[config.mk]
export PLATFORM = sky130hd
export DESIGN_NAME = store_merge
export DESIGN_NICKNAME = d
export VERILOG_FILES = /design/src/rtl/store_merge_pkg.sv /design/src/rtl/store_lane_merge.sv /design/src/rtl/store_merge.sv
export SDC_FILE = /design/constraint.sdc
export NUM_CORES = 1
export LEC_CHECK = 0
export ABC_AREA = 1
export BUFFER_PORTS_ARGS = -buffer_cell sky130_fd_sc_hd__buf_2
export CORE_ASPECT_RATIO = 1.1
export CORE_MARGIN = 4
export CORE_UTILIZATION = 35
export DETAILED_ROUTE_END_ITERATION = 12
export SYNTH_ARGS = -nofsm -noshare
export SYNTH_HDL_FRONTEND = slang
export SYNTH_SLANG_ARGS = --single-unit
[constraint.sdc]
create_clock -name clk -period 5.1 [get_ports clk]
set_input_delay 1.53 -clock clk [delete_from_list [all_inputs] [get_ports clk]]
set_output_delay 1.53 -clock clk [all_outputs]
set_load 0.05 [all_outputs]
[src/rtl/store_merge_pkg.sv]
// Shared encodings for the store merge unit and the load-side extractor.
// Store types, load types and store FSM states.
package store_merge_pkg;

  typedef enum logic [1:0] {
    ST_WORD = 2'd0,
    ST_BYTE = 2'd1,
    ST_HALF = 2'd2,
    ST_RSVD = 2'd3
  } st_type_e;

  typedef enum logic [2:0] {
    LD_LW  = 3'd0,
    LD_LB  = 3'd1,
    LD_LH  = 3'd2,
    LD_LBU = 3'd3,
    LD_LHU = 3'd4
  } ld_type_e;

  typedef enum logic [2:0] {
    S_IDLE  = 3'd0,
    S_READ  = 3'd1,
    S_WAIT  = 3'd2,
    S_WRITE = 3'd3,
    S_ERR   = 3'd4
  } state_e;

  function automatic logic misaligned(
    input st_type_e   kind,
    input logic [1:0] off
  );
    logic bad;
    bad = 1'b0;
    unique case (kind)
      ST_WORD: bad = (off != 2'd0);
      ST_HALF: bad = off[0];
      ST_BYTE: bad = 1'b0;
      ST_RSVD: bad = 1'b1;
    endcase
    return bad;
  endfunction

endpackage

[src/rtl/store_lane_merge.sv]
// Combinational lane merge: inserts a byte/half/word into an old word.
// Ports: old_word, data, kind, offset in; merged word out.
module store_lane_merge
  import store_merge_pkg::*;
(
  input  logic [31:0] old_word,
  input  logic [31:0] data,
  input  st_type_e    kind,
  input  logic [1:0]  offset,
  output logic [31:0] merged
);

  always_comb begin
    merged = old_word;
    unique case (kind)
      ST_WORD: merged = data;
      ST_BYTE: begin
        unique case (offset)
          2'd0: merged[7:0]   = data[7:0];
          2'd1: merged[15:8]  = data[7:0];
          2'd2: merged[23:16] = data[7:0];
          2'd3: merged[31:24] = data[7:0];
        endcase
      end
      ST_HALF: begin
        if (offset[1]) merged[31:16] = data[15:0];
        else           merged[15:0]  = data[15:0];
      end
      ST_RSVD: merged = old_word;
    endcase
  end

endmodule

[src/rtl/store_merge.sv]
// Sub-word store unit: read-modify-write for sb/sh, direct write for sw.
// Ports: req_* handshake in, mem_* word port out, done/align_err pulses.
module store_merge
  import store_merge_pkg::*;
#(
  parameter int TYPE_W = 2
) (
  input  logic              clk,
  input  logic              reset,
  input  logic              req_valid,
  output logic              req_ready,
  input  logic [31:0]       req_addr,
  input  logic [31:0]       req_data,
  input  logic [TYPE_W-1:0] req_type,
  output logic [31:0]       mem_addr,
  output logic              mem_re,
  input  logic [31:0]       mem_rdata,
  input  logic              mem_rvalid,
  output logic              mem_we,
  output logic [31:0]       mem_wdata,
  output logic              done,
  output logic              align_err
);

  state_e      state;
  st_type_e    kind_in;
  st_type_e    kind_q;
  logic [31:0] addr_q;
  logic [31:0] data_q;
  logic [31:0] merge_q;

  always_comb begin
    kind_in = ST_RSVD;
    if (req_type == TYPE_W'(ST_WORD))
      kind_in = ST_WORD;
    else if (req_type == TYPE_W'(ST_BYTE))
      kind_in = ST_BYTE;
    else if (req_type == TYPE_W'(ST_HALF))
      kind_in = ST_HALF;
  end

  assign req_ready = (state == S_IDLE);
  // Address only changes on acceptance, so it holds READ..WRITE.
  assign mem_addr  = {addr_q[31:2], 2'b00};

  // Word stores bypass merge_q: the merge returns data_q whole.
  store_lane_merge u_merge (
    .old_word (merge_q),
    .data     (data_q),
    .kind     (kind_q),
    .offset   (addr_q[1:0]),
    .merged   (mem_wdata)
  );

  always_ff @(posedge clk or posedge reset) begin
    if (reset) begin
      state     <= S_IDLE;
      kind_q    <= ST_WORD;
      addr_q    <= '0;
      data_q    <= '0;
      merge_q   <= '0;
      mem_re    <= 1'b0;
      mem_we    <= 1'b0;
      done      <= 1'b0;
      align_err <= 1'b0;
    end else begin
      mem_re    <= 1'b0;
      mem_we    <= 1'b0;
      done      <= 1'b0;
      align_err <= 1'b0;
      unique case (state)
        S_IDLE: begin
          if (req_valid) begin
            addr_q <= req_addr;
            data_q <= req_data;
            kind_q <= kind_in;
            if (misaligned(kind_in, req_addr[1:0])) begin
              state     <= S_ERR;
              align_err <= 1'b1;
            end else if (kind_in == ST_WORD) begin
              state  <= S_WRITE;
              mem_we <= 1'b1;
              done   <= 1'b1;
            end else begin
              state  <= S_READ;
              mem_re <= 1'b1;
            end
          end
        end
        S_READ: state <= S_WAIT;
        S_WAIT: begin
          if (mem_rvalid) begin
            merge_q <= mem_rdata;
            state   <= S_WRITE;
            mem_we  <= 1'b1;
            done    <= 1'b1;
          end
        end
        S_WRITE: state <= S_IDLE;
        S_ERR:   state <= S_IDLE;
        default: state <= S_IDLE;
      endcase
    end
  end

endmodule

==> out/results.tsv <==
metric	value	unit
cap_viol_max_count	0	
coreArea	15100	µm²
via_per_inst	4.56	
final-hold-violation-count	0	
timing.hold.ws	474	ps
ys_top_cells_by_count	nand2_1 (355), dfrtp_1 (104), nand3_1 (59)	
cts_buffers	9	
async_flop_share	100	%
nets	977	
timing.fmax	0.254	GHz
cpMaxStageDelayCell	clkinv_1	
fin_setup_tns	0	ps
dieArea	17500	µm²
period_share	77.1	%
cts_hold_buf	0	
hpwl	11700	µm
end_kind	output port	
yosysWarnings	0	
worstSetupPathType	flip-flop to output port	
totalWireLength	16000	µm
rsz0062_at_grt	false	
post-route-min-period	3930	ps
cts_tree	done	
die_y	138	µm
maxSlewViolCount	0	
clock_sinks	104	
synth.most_common_cell	nand2_1	
clk_pin_slew	70	ps
grt_max_degree	63	
slew_headroom	49.7	%
yosys.area.top_type_share	48.3	%
port_buffers	168	
finalSetupViolations	0	
yosysSeqAreaShare	48.3	%
cts_setup_buffers	0	
hold_class	flip-flop to flip-flop	
cts_resized	0	
start_kind	flip-flop	
grt_pass1_vias	4818	
layout-drive-gt1-share	22.8	%
drc	0	
cp_max_fo	18	
finalNonFillerCells	1078	
grt_pass1_wl	25800	µm
synth_top_area_cell	dfrtp_1	
chipWidth	126	µm
clockBufferDepth	2	
cp.required	3570	ps
status	finished clean	
gr-total-overflow	0	
cts_max_level	3	
cpPeakStageDelay	490	ps
worstMarginPinSlew	754	ps
place.gp.congestion	0.794	
cts_root_buffer	clkbuf_16	
synth_edf_count	0	
synth_area	5390	µm²
drtIter0Drc	260	
critPathArrivalTime	2400	ps
grt_antenna_before_repair	0	
synth_seq_cells	104	
numPlacedInstances	1060	
worstPathCellList	clkinv_1, nand2_1, inv_1, nand2_1, nand3_1, nand3_1, buf_2	
routedWlPerCell	14.8	µm
synth_cells	753	
grt_usage	18.5	%
area_growth	20.8	%
row_count	47	
start_util	35.8	%
routed-via-count	4917	
antenna_left	0	
yosys-top-cells-area	dfrtp_1 (48%), nand2_1 (25%), buf_4 (5.6%), nand3_1 (5.5%), inv_1 (3.8%)	
avgSynthCellArea	7.16	µm²
clk_latency	350	ps
ys_types	17	
dr.pass1.iters	7	
synth-main-ff-cell	dfrtp_1	
fin_skew	6.39	ps
ioPinCount	171	
-- per-layer routing --
layer,up-vias,wire (µm),track usage (%)
li1,2531,-,-
met1,2184,6900,24.7
met2,178,7520,29.6
met3,24,1210,4.44
met4,0,336,6.49
met5,-,0,0
-- worst max-delay path: cells and delay by family, from the launching register on --
| kind | cells | cell delay [ps] |
|---|---|---|
| buf+inv | 3 | 960 |
| simple gates | 4 | 750 |
| flops | 1 | 350 |
-- cells by family (layout without fill, tap and decap cells) --
kind of cell    after synthesis  count (layout)  synth area share [%]
simple gates                467             467                  34.5
flops                       104             104                  48.3
buf+inv                     123             249                  11.7
compound gates               58              58                  5.38
other cells                   1               4                0.0695
-- layout by cell type, fill, tap and decap left out, drive strengths merged --
cell | netlist | routed
o21ai | 24 | 24
dfrtp | 104 | 104
nand4 | 8 | 8
nor2 | 43 | 43
bufinv | 0 | 4
nand3 | 60 | 60
inv | 56 | 57
diode | 0 | 2
conb | 1 | 2
nand2 | 356 | 356
a21oi | 34 | 34
clkinv | 1 | 2
clkbuf | 9 | 10
buf | 57 | 176
-- worst paths after layout --
kind / cells past startpoint / start / to / slack, ps
worst max-delay path: 7 / addr_q[1]$_DFFE_PP0P_ / mem_wdata[8] / 1170
worst min-delay path: 2 / addr_q[2]$_DFFE_PP0P_ / addr_q[2]$_DFFE_PP0P_ / 470
worst max register to register: 5 / state[0]$_DFFE_PP0P_ / merge_q[16]$_DFFE_PP0P_ / 3130
worst min register to register: 2 / addr_q[2]$_DFFE_PP0P_ / addr_q[2]$_DFFE_PP0P_ / 470
max in group asynchronous: 3 / reset / merge_q[3]$_DFFE_PP0P_ / 2930
min in group asynchronous: 2 / reset / addr_q[31]$_DFFE_PP0P_ / 1250
-- area by class of cell --
class | instances | area (µm²)
fillers | 1614 | 8540
flip-flops and latches | 104 | 2600
multi-input cells | 527 | 2170
repair buffers | 176 | 901
well taps | 196 | 245
clock buffers | 10 | 239
inverters | 57 | 216
clock inverters | 6 | 138
diodes | 2 | 5.00
-- state kept, by name, indices dropped and copies added, names as in the netlist --
signal and cells:
addr_q 32, align_err 1, data_q 32, done 1, kind_q 2, mem_re 1
merge_q 32, state 3
-- stage by stage --
step / utilization, % / area, µm² / setup slack (ps)
global route: 43.2 / 6510 / 942
finish: 43.3 / 6510 / 1170
detailed placement: 40.7 / 6130 / 1520
floorplan: - / 5400 / 838
CTS: 43.2 / 6510 / 1120
global placement: 40.7 / 6130 / 1580
Power is not shown: default switching activity piles up to over one toggle a cycle in this logic, so the estimate is an artifact.
